## src/rtl/alu_issue_ctrl_if.sv

```systemverilog
// Bundle between the EX-stage issue controller, the pipeline front end and the ALU.
// The controller uses the slave modport; the pipeline/ALU side uses master.
interface alu_issue_ctrl_if;
  logic        id_valid;
  logic [3:0]  id_aluop;
  logic [31:0] id_a;
  logic [31:0] id_b;
  logic        id_hilo_we;
  logic        id_mthi;
  logic        id_mtlo;
  logic        issue_ready;
  logic        stall;
  logic [3:0]  alu_aluop;
  logic [31:0] alu_a;
  logic [31:0] alu_b;
  logic [31:0] alu_res_low;
  logic [31:0] alu_res_high;
  logic        alu_divDone;
  logic [31:0] res;
  logic        res_valid;
  logic [31:0] hi;
  logic [31:0] lo;
  logic        div_err;

  modport slave (
    input  id_valid, id_aluop, id_a, id_b, id_hilo_we, id_mthi, id_mtlo,
    input  alu_res_low, alu_res_high, alu_divDone,
    output issue_ready, stall, alu_aluop, alu_a, alu_b,
    output res, res_valid, hi, lo, div_err
  );

  modport master (
    output id_valid, id_aluop, id_a, id_b, id_hilo_we, id_mthi, id_mtlo,
    output alu_res_low, alu_res_high, alu_divDone,
    input  issue_ready, stall, alu_aluop, alu_a, alu_b,
    input  res, res_valid, hi, lo, div_err
  );
endinterface

```

## src/rtl/alu_issue_ctrl.sv

```systemverilog
// EX-stage ALU issue controller: single-cycle ops, multi-cycle divide handshake, HI/LO ownership.
// Optional divide watchdog enabled by defining ALU_ISSUE_DIV_TIMEOUT_EN (limit DIV_TIMEOUT).
module alu_issue_ctrl #(
  parameter int DIV_TIMEOUT = 63
) (
  input  logic              clk,
  input  logic              rst,
  alu_issue_ctrl_if.slave   bus
);

  localparam logic [3:0] OpMul = 4'd2;
  localparam logic [3:0] OpDiv = 4'd3;

  typedef enum logic [1:0] {IDLE, DIV_RUN, DIV_GAP} stateE;

  stateE       state, nextState;
  logic [31:0] opA, opB;
  logic        opHiloWe;
  logic [31:0] hiReg, loReg, resReg;
  logic        resValidReg;
  logic        divErr;

  logic [3:0]  aluAluop;
  logic [31:0] aluA, aluB;
  logic        latchOps;
  logic        resLoad;
  logic [31:0] resNext;
  logic        hiWe, loWe;
  logic [31:0] hiNext, loNext;
  logic        timeoutHit;

  // NOTE: every signal written here gets a default first, so no path can infer a latch.
  always_comb begin
    nextState = state;
    aluAluop  = 4'd0;
    aluA      = '0;
    aluB      = '0;
    latchOps  = 1'b0;
    resLoad   = 1'b0;
    resNext   = bus.alu_res_low;
    hiWe      = 1'b0;
    loWe      = 1'b0;
    hiNext    = bus.alu_res_high;
    loNext    = bus.alu_res_low;

    unique case (state)
      IDLE: begin
        if (bus.id_valid) begin
          if (bus.id_aluop == OpDiv) begin
            if (bus.id_b == '0) begin
              // Divide by zero resolves in place; the ALU divider is never started.
              resLoad = 1'b1;
              resNext = '1;
              hiWe    = bus.id_hilo_we;
              loWe    = bus.id_hilo_we;
              hiNext  = bus.id_a;
              loNext  = '1;
            end else begin
              latchOps  = 1'b1;
              nextState = DIV_RUN;
            end
          end else begin
            aluAluop = bus.id_aluop;
            aluA     = bus.id_a;
            aluB     = bus.id_b;
            if (bus.id_aluop == OpMul) begin
              resLoad = 1'b1;
              hiWe    = bus.id_hilo_we;
              loWe    = bus.id_hilo_we;
            end else if (bus.id_mthi || bus.id_mtlo) begin
              hiWe   = bus.id_mthi;
              loWe   = bus.id_mtlo;
              hiNext = bus.id_a;
              loNext = bus.id_a;
            end else begin
              resLoad = 1'b1;
            end
          end
        end
      end
      DIV_RUN: begin
        aluAluop = OpDiv;
        aluA     = opA;
        aluB     = opB;
        if (bus.alu_divDone) begin
          resLoad   = 1'b1;
          hiWe      = opHiloWe;
          loWe      = opHiloWe;
          nextState = DIV_GAP;
        end else if (timeoutHit) begin
          nextState = DIV_GAP;
        end
      end
      DIV_GAP: nextState = IDLE;
      default: nextState = IDLE;
    endcase
  end

  // NOTE: sequential state uses non-blocking assignments so every register samples pre-edge values.
  always_ff @(posedge clk) begin
    if (!rst) begin
      state       <= IDLE;
      hiReg       <= '0;
      loReg       <= '0;
      resReg      <= '0;
      resValidReg <= 1'b0;
    end else begin
      state       <= nextState;
      resValidReg <= resLoad;
      if (resLoad) resReg <= resNext;
      if (hiWe)    hiReg  <= hiNext;
      if (loWe)    loReg  <= loNext;
    end
  end

  // NOTE: operand latches need no reset; they are always written on the accept that enters DIV_RUN.
  always_ff @(posedge clk) begin
    if (latchOps) begin
      opA      <= bus.id_a;
      opB      <= bus.id_b;
      opHiloWe <= bus.id_hilo_we;
    end
  end

`ifdef ALU_ISSUE_DIV_TIMEOUT_EN
  localparam int CntW = $clog2(DIV_TIMEOUT + 1) + 1;

  logic [CntW-1:0] divCnt;

  assign timeoutHit = (divCnt == CntW'(DIV_TIMEOUT - 1));

  always_ff @(posedge clk) begin
    if (latchOps)               divCnt <= '0;
    else if (state == DIV_RUN)  divCnt <= divCnt + 1'b1;
  end

  always_ff @(posedge clk) begin
    if (!rst)
      divErr <= 1'b0;
    else if (state == DIV_RUN && !bus.alu_divDone && timeoutHit)
      divErr <= 1'b1;
  end
`else
  assign timeoutHit = 1'b0;
  assign divErr     = 1'b0;
`endif

  assign bus.issue_ready = (state == IDLE);
  assign bus.stall       = (state != IDLE);
  assign bus.alu_aluop   = aluAluop;
  assign bus.alu_a       = aluA;
  assign bus.alu_b       = aluB;
  assign bus.res         = resReg;
  assign bus.res_valid   = resValidReg;
  assign bus.hi          = hiReg;
  assign bus.lo          = loReg;
  assign bus.div_err     = divErr;

endmodule

```

## src/flat_wrapper.sv

```systemverilog
// flat-port wrapper written by rule: the top's interface ports become plain ports
module alu_issue_ctrl_flat 
#(
  parameter int DIV_TIMEOUT = 63
)
  (clk, rst, bus_id_valid, bus_id_aluop, bus_id_a, bus_id_b, bus_id_hilo_we, bus_id_mthi, bus_id_mtlo, bus_alu_res_low, bus_alu_res_high, bus_alu_divDone, bus_issue_ready, bus_stall, bus_alu_aluop, bus_alu_a, bus_alu_b, bus_res, bus_res_valid, bus_hi, bus_lo, bus_div_err);
  alu_issue_ctrl_if bus_i ();
  input  logic clk;
  input  logic rst;
  input wire logic [$bits(bus_i.id_valid)-1:0] bus_id_valid;
  input wire logic [$bits(bus_i.id_aluop)-1:0] bus_id_aluop;
  input wire logic [$bits(bus_i.id_a)-1:0] bus_id_a;
  input wire logic [$bits(bus_i.id_b)-1:0] bus_id_b;
  input wire logic [$bits(bus_i.id_hilo_we)-1:0] bus_id_hilo_we;
  input wire logic [$bits(bus_i.id_mthi)-1:0] bus_id_mthi;
  input wire logic [$bits(bus_i.id_mtlo)-1:0] bus_id_mtlo;
  input wire logic [$bits(bus_i.alu_res_low)-1:0] bus_alu_res_low;
  input wire logic [$bits(bus_i.alu_res_high)-1:0] bus_alu_res_high;
  input wire logic [$bits(bus_i.alu_divDone)-1:0] bus_alu_divDone;
  output wire logic [$bits(bus_i.issue_ready)-1:0] bus_issue_ready;
  output wire logic [$bits(bus_i.stall)-1:0] bus_stall;
  output wire logic [$bits(bus_i.alu_aluop)-1:0] bus_alu_aluop;
  output wire logic [$bits(bus_i.alu_a)-1:0] bus_alu_a;
  output wire logic [$bits(bus_i.alu_b)-1:0] bus_alu_b;
  output wire logic [$bits(bus_i.res)-1:0] bus_res;
  output wire logic [$bits(bus_i.res_valid)-1:0] bus_res_valid;
  output wire logic [$bits(bus_i.hi)-1:0] bus_hi;
  output wire logic [$bits(bus_i.lo)-1:0] bus_lo;
  output wire logic [$bits(bus_i.div_err)-1:0] bus_div_err;
  assign bus_i.id_valid = bus_id_valid;
  assign bus_i.id_aluop = bus_id_aluop;
  assign bus_i.id_a = bus_id_a;
  assign bus_i.id_b = bus_id_b;
  assign bus_i.id_hilo_we = bus_id_hilo_we;
  assign bus_i.id_mthi = bus_id_mthi;
  assign bus_i.id_mtlo = bus_id_mtlo;
  assign bus_i.alu_res_low = bus_alu_res_low;
  assign bus_i.alu_res_high = bus_alu_res_high;
  assign bus_i.alu_divDone = bus_alu_divDone;
  assign bus_issue_ready = bus_i.issue_ready;
  assign bus_stall = bus_i.stall;
  assign bus_alu_aluop = bus_i.alu_aluop;
  assign bus_alu_a = bus_i.alu_a;
  assign bus_alu_b = bus_i.alu_b;
  assign bus_res = bus_i.res;
  assign bus_res_valid = bus_i.res_valid;
  assign bus_hi = bus_i.hi;
  assign bus_lo = bus_i.lo;
  assign bus_div_err = bus_i.div_err;
  alu_issue_ctrl #(.DIV_TIMEOUT(DIV_TIMEOUT)) u_core (.clk(clk), .rst(rst), .bus(bus_i));
endmodule
```

## config.mk

```make
export PLATFORM = sky130hd
export DESIGN_NAME = alu_issue_ctrl_flat
export DESIGN_NICKNAME = d
export VERILOG_FILES = /design/src/rtl/alu_issue_ctrl_if.sv /design/src/rtl/alu_issue_ctrl.sv /design/src/flat_wrapper.sv
export SDC_FILE = /design/constraint.sdc
export NUM_CORES = 1
export LEC_CHECK = 0
export ABC_AREA = 1
export BUFFER_PORTS_ARGS = -buffer_cell sky130_fd_sc_hd__clkbuf_2
export CAP_MARGIN = 0
export CORE_UTILIZATION = 45
export DETAILED_ROUTE_END_ITERATION = 8
export GPL_ROUTABILITY_DRIVEN = 1
export PLACE_DENSITY = 0.77
export SLEW_MARGIN = 10
export SYNTH_ARGS = -nofsm -noshare
export SYNTH_HDL_FRONTEND = slang
export SYNTH_SLANG_ARGS = --single-unit
```

## constraint.sdc

```tcl
create_clock -name clk -period 5.6 [get_ports clk]
set_input_delay 1.4 -clock clk [delete_from_list [all_inputs] [get_ports clk]]
set_output_delay 1.4 -clock clk [all_outputs]
set_load 0.02 [all_outputs]
```

==> impl_metrics.tcl, run 1 <==
set metrics [dict create \
    leakage_uw 0.005299 \
    cp_max_fo 28 \
    ys_seq_elements 164 \
    startpoint_type "input port" \
    clock.fmax_ghz 0.2222 \
    r2r_end "u_core.bus.res[5]" \
    crit_top_cell "inv_1" \
    ios 307 \
    crit_start "bus_id_valid" \
    fin_total_pwr_uw 3179 \
    fin_ws_ns 1.100 \
    nFillCells 1644 \
    r2r-start "u_core.state[1]" \
    cts_setup_buffers 0 \
    holdPathStages 2 \
    numClockSinks 164 \
    clock_tree.buffer_depth 2 \
    postSynthAreaPerCell_um2 7.403 \
    grt_pass1_vias 7642 \
    final_common_cell "nand2_1" \
    io_buffers 305 \
    ys_types 28 \
    die_area_mm2 0.01865 \
    gr-usage-all-layers_pct 29.37 \
    gp_congestion 0.8987 \
    netlist_area_mm2 0.008150 \
    grt_overflow 0 \
    yosys_warnings 0 \
    required_ns 4.20 \
    min_period_ns 4.500 \
    rows 48 \
    switchingPower_uw 927.9 \
    num_antenna_cells 0 \
    cts_buffers 17 \
    tightest_slew_ns 1.085 \
    powerDensity_mw_per_mm2 305.9 \
    setup_violations 0 \
    drc 0 \
    routed_wl_um 27280 \
    dp_hpwl_um 19280 \
    status "completed" \
    end_kind "primary output" \
    worstPathCellList "clkbuf_2, inv_1, nor2_4, inv_1, nor2_2, inv_1, buf_4, o21ai_0, clkbuf_2" \
    slew_headroom_pct 27.57 \
    crit_family "buffers and inverters" \
    clkPwrFrac_pct 38.9 \
    drtPass1Iterations 5 \
    pwr-share-comb_pct 19.1 \
    hp-start "u_core.bus.hi[27]" \
    ys_seq_area_share_pct 48.27 \
    syn_inst 1101 \
    cpPeakStageDelay_ns 0.68 \
    drive_above_1_share_pct 26.89 \
    coreArea_mm2 0.01748 \
    final_cell_mix "314 x nand2_1, 304 x clkbuf_2, 181 x nor2_1" \
    drt_iter0_markers 778 \
    vias 8426 \
    area_growth_pct 27.53 \
    ctsHtreeMaxLevel 4 \
    finalSetupTns_ns 0 \
    crit_arrival_ns 3.10 \
    fin_skew_ns 0.005850 \
    worstRegToRegCells 10 \
    cp_slowest_cell "inv_1" \
    antenna_left 0 \
    path_buf_inv 6 \
    hold_path_end "u_core.bus.hi[27]" \
    setup.worst_path.class "input port to primary output" \
    initial_core_util_pct 46.64 \
    syn_nets 1240 \
    finalNetCount 1502 \
    period_share_pct 80.35 \
    routedWlPerCell_um 17.04 \
    cts_tree "built" \
    grt_pass1_wl_um 41520 \
    hold_class "flip-flop to flip-flop" \
    p_int_uw 2251 \
    vdd_ir_drop_max_mv 0.2067 \
    antenna_found_initial 0 \
    cts-root-buf "clkbuf_16" \
    hold_buffers 0 \
    reg2reg_slack_ns 2.25 \
    pre_cts_slack_ns 1.082 \
    drv_slew 0 \
    seqPwrFrac_pct 42.1 \
    clk_latency_ns 0.42 \
    synth-main-ff-cell "dfxtp_1" \
    rsz0062_at_grt "no" \
    grt_max_degree 100 \
    cts_resized 0 \
    clkSlewWorstSetupHoldPaths_ns 0.06 \
    vias_per_cell 5.263 \
    hold_violations 0 \
    die_h_um 136.6 \
    drv_cap 0 \
    switching_share_pct 29.19 \
    synth_edf_count 65 \
    fp.dieW_um 136.6 \
    synth-async-reset-ratio_pct 0 \
]
## stage by stage
| step | cell area, um2 | utilization, % | cells | hold WS [ns] |
|---|---|---|---|---|
| floorplan | 8150 | - | 1101 | 0.5580 |
| global placement | 9754 | 55.81 | 1569 | 0.4603 |
| detailed placement | 9754 | 55.81 | 1569 | 0.4729 |
| CTS | 10390 | 59.47 | 1601 | 0.4859 |
| global route | 10390 | 59.47 | 1601 | 0.5103 |
| finish | 10390 | 59.47 | 1601 | 0.4822 |
## per-layer routing
metal  share of wire, %  GRT usage (%)
met5                  0              0
met4                2.9          11.98
met3                7.5          5.296
met2                 49          48.42
met1                 41          37.86
## worst max path at each step
stage | endpoint | slack (ns) | cells past startpoint
4_1_cts | bus_alu_a[24] | 1.08 | 9
3_5_place_dp | bus_alu_a[24] | 1.08 | 9
3_3_place_gp | bus_alu_a[22] | 1.14 | 9
5_1_grt | bus_alu_a[21] | 0.92 | 9
2_1_floorplan | u_core.opA[0] | 0.24 | 6
6_report | bus_alu_a[24] | 1.10 | 9
## cell usage after synthesis (2+ instances only)
cell | number | area [um2]
nand3b_1 | 22 | 165.2
nor2_1 | 183 | 686.9
a22o_1 | 30 | 262.8
nand3_1 | 20 | 100.1
a31oi_1 | 19 | 118.9
nand4_1 | 33 | 206.5
buf_2 | 16 | 80.08
buf_4 | 7 | 52.55
inv_1 | 95 | 356.6
nand2_1 | 314 | 1179
buf_1 | 5 | 18.77
o21ai_0 | 93 | 465.5
nor2_4 | 2 | 22.52
dfxtp_1 | 99 | 1982
nand3_2 | 2 | 20.02
clkbuf_1 | 48 | 180.2
nand2_2 | 3 | 18.77
a21oi_1 | 19 | 95.09
o211ai_1 | 12 | 90.09
inv_2 | 6 | 22.52
nor2_2 | 2 | 12.51
edfxtp_1 | 65 | 1952
## worst reg2reg max path: cells and delay by family (launching register included)
family                 cells  cell delay [ns]
and+or+nand+nor            7             2.04
buffers and inverters      3             0.87
DFF                        1             0.34
## cell type report
cell class	count	area [um2]	area share (%)
sequential	164	3934	37.85
inverter	101	379.1	3.648
timing repair buffer	319	1634	15.72
tap	225	281.5	2.709
clock inverter	7	78.83	0.7584
multi-input combinational	760	3526	33.92
clock buffer	25	560.5	5.393
## flip-flops by register name, summed over array words and instances, names as in the netlist
signal,flops
u_core.bus.hi,32
u_core.bus.lo,32
u_core.bus.res,32
u_core.bus.res_valid,1
u_core.opA,32
u_core.opB,32
u_core.opHiloWe,1
u_core.state,2
## cell families after synthesis
logic type             Yosys count  share of synthesized area, %
other                            1                       0.04601
AOI/OAI and AO/OA              177                         13.23
DFF                            164                         48.27
and+or+nand+nor                582                         29.74
buffers and inverters          177                         8.720
## power by group through the flow
stage	Clock, uW	Sequential [uW]	Combinational [uW]
6_report	1240	1340	606
5_1_grt	1290	1340	666
4_1_cts	1250	1340	605
3_5_place_dp	0	1360	602
3_3_place_gp	0	1360	594
2_1_floorplan	0	1430	312
(Power assumes the default switching activity.)
==> run 2: changes to the inputs <==
- ABC_AREA: 1 -> 0
- PLACE_DENSITY: 0.77 -> 0.75
- clock period: 5.6 -> 4.2 ns (I/O delays scaled with it)
==> run 2 against run 1 <==
  * First-iteration DRC count down 37%
  * Utilization up 0.54 points
  * Synthesized cell count down 36%
  * Sequential share of layout area up 1.4 points
  * Clock skew up 0.0018 ns
  * Sequential power up 32%
==> impl_metrics.tcl, run 2 <==
set metrics [dict create \
    ys_seq_elements 164 \
    ys_top_cells_by_count "99 x dfxtp_1, 70 x nor2_1, 65 x edfxtp_1" \
    register_area_mm2 0.003934 \
    rsz0062_at_grt "no" \
    fp.dieW_um 133.0 \
    period_share_pct 95.09 \
    crit_family "simple AND/OR/NAND/NOR gates" \
    antenna_found_initial 0 \
    num_antenna_cells 0 \
    antenna_left 0 \
    yosys_warnings 0 \
    dp_hpwl_um 17880 \
    cp_max_fo 34 \
    required_ns 3.15 \
    rows 47 \
    fin_skew_ns 0.007696 \
    numClockSinks 164 \
    yosys-top-cells-area "dfxtp_1 26%, edfxtp_1 25%, a22o_1 7.3%" \
    ctsHtreeMaxLevel 4 \
    clock.fmax_ghz 0.2504 \
    cts_buffers 17 \
    cts_tree "built" \
    drv_slew 0 \
    area_growth_pct 29.71 \
    final_common_cell "clkbuf_2" \
    startpoint_type "input port" \
    initial_core_util_pct 46.27 \
    crit_arrival_ns 2.94 \
    setup_violations 0 \
    drt_iter0_markers 493 \
    drv_cap 0 \
    gr-usage-all-layers_pct 29.07 \
    hold_class "flip-flop to flip-flop" \
    status "completed" \
    path_buf_inv 3 \
    hp-start "u_core.bus.lo[30]" \
    crit_cells 7 \
    min_period_ns 3.994 \
    synth.most_common_cell "dfxtp_1" \
    clk_latency_ns 0.42 \
    r2r_end "u_core.bus.res[1]" \
    yosysTopAreaCell "dfxtp_1" \
    grt_pass1_wl_um 38810 \
    gp_congestion 0.8473 \
    reg2reg_slack_ns 1.50 \
    syn_nets 849 \
    final_cell_mix "305 x clkbuf_2, 99 x dfxtp_1, 68 x nor2_1" \
    syn_inst 710 \
    netlist_area_mm2 0.007727 \
    cpPeakStageDelay_ns 0.53 \
    cp_slowest_cell "nor2_4" \
    vias_per_cell 5.914 \
    ys_types 53 \
    clkSlewWorstSetupHoldPaths_ns 0.06 \
    end_kind "primary output" \
    r2r-start "u_core.state[1]" \
    vdd_ir_drop_max_mv 0.2760 \
    crit_top_cell "clkbuf_2" \
    io_buffers 305 \
    routed_wl_um 25930 \
    hold_violations 0 \
    synth-main-ff-cell "dfxtp_1" \
    ys_seq_area_share_pct 50.91 \
    leakage_uw 0.004146 \
    fin_ws_ns 0.2063 \
    worstRegToRegCells 5 \
    vias 7162 \
    ios 307 \
    hold_path_end "u_core.bus.lo[30]" \
    die_h_um 133.0 \
    clock_tree.buffer_depth 2 \
    finalSetupTns_ns 0 \
    worstPathCellList "clkbuf_2, nor3b_2, and2_1, nor2_4, buf_4, a22o_1, clkbuf_2" \
    nFillCells 1444 \
    synth-async-reset-ratio_pct 0 \
    cts-root-buf "clkbuf_16" \
    setup.worst_path.class "input port to primary output" \
    grt_pass1_vias 6620 \
    powerDensity_mw_per_mm2 422.7 \
    routedWlPerCell_um 21.41 \
    grt_max_degree 66 \
    multi_input_area_mm2 0.003491 \
    slew_headroom_pct 28.22 \
    die_area_mm2 0.01770 \
    drtPass1Iterations 5 \
    synth_top_area_share_pct 25.65 \
    drive_above_1_share_pct 42.68 \
    pre_cts_slack_ns -0.04438 \
    coreArea_mm2 0.01670 \
    finalNetCount 1117 \
    holdPathStages 2 \
    tightest_slew_ns 1.076 \
    drc 0 \
    synth_edf_count 65 \
    postSynthAreaPerCell_um2 10.88 \
    grt_overflow 0 \
]
==> run 2: cell type report <==
| cell class | instances | share of cell area (%) |
|---|---|---|
| Sequential cell | 164 | 39.25 |
| Multi-Input combinational cell | 469 | 34.83 |
| Timing Repair Buffer | 323 | 16.70 |
| Clock buffer | 18 | 4.282 |
| Tap cell | 220 | 2.746 |
| Clock inverter | 14 | 2.085 |
| Inverter | 3 | 0.1123 |
==> run 2: worst max-delay path by stage <==
stage,startpoint,endpoint,slack (ns)
finish,bus_id_aluop[1],bus_alu_b[20],0.21
global route,bus_id_aluop[1],bus_alu_b[27],0.13
CTS,bus_id_aluop[1],bus_alu_b[20],0.22
detailed placement,bus_id_aluop[1],bus_alu_b[20],-0.04
global placement,bus_id_aluop[1],bus_alu_b[20],0.03
floorplan,bus_id_aluop[2],u_core.opA[0],0.49
==> run 2: repair_timing <==
action / in CTS / in global routing
hold buffers: 0 / 0
endpoints found under the hold margin: 0 / 0
resized for setup: 0 / 0
setup buffers: 0 / 0
setup endpoints to repair: 33 / 0
==> run 2: per-stage QoR <==
stage                     area, um2  hold slack [ns]  power (uW)  utilization, %  cells
after CTS                     10020           0.4742        4254           60.02   1211
after detailed placement       9379           0.4638        2563           56.16   1178
after global routing          10020           0.4853        4377           60.02   1211
after global placement         9379           0.4523        2553           56.16   1178
after floorplan                7730           0.5444        2265               -    710
final                         10020           0.4716        4237           60.02   1211
==> run 2: worst reg2reg max path, delay by kind of cell (launching register included) <==
family | cells | cell delay [ns]
simple gates | 3 | 1.35
compound gates | 2 | 0.88
flops | 1 | 0.37
==> run 2: power by group <==
part           internal [uW]  total, uW  switching, uW  leakage, uW
clock                   1050       1700            649     0.000307
combinational            274        760            486      0.00244
sequential              1730       1770           40.5      0.00140
==> run 2: logic make-up after synthesis <==
| group | share of synthesized area [%] |
|---|---|
| other | 0.04853 |
| buffers and inverters | 4.955 |
| muxes | 4.420 |
| AOI/OAI and AO/OA | 28.14 |
| DFF | 50.91 |
| and+or+nand+nor | 11.53 |
==> run 2: routing by layer <==
metal | routed length, um | vias to the layer above | global-route usage, %
li1 | - | 3305 | -
met1 | 11030 | 3456 | 38.62
met2 | 12350 | 359 | 46.63
met3 | 1934 | 42 | 5.977
met4 | 610 | 0 | 10.86
met5 | 0 | - | 0
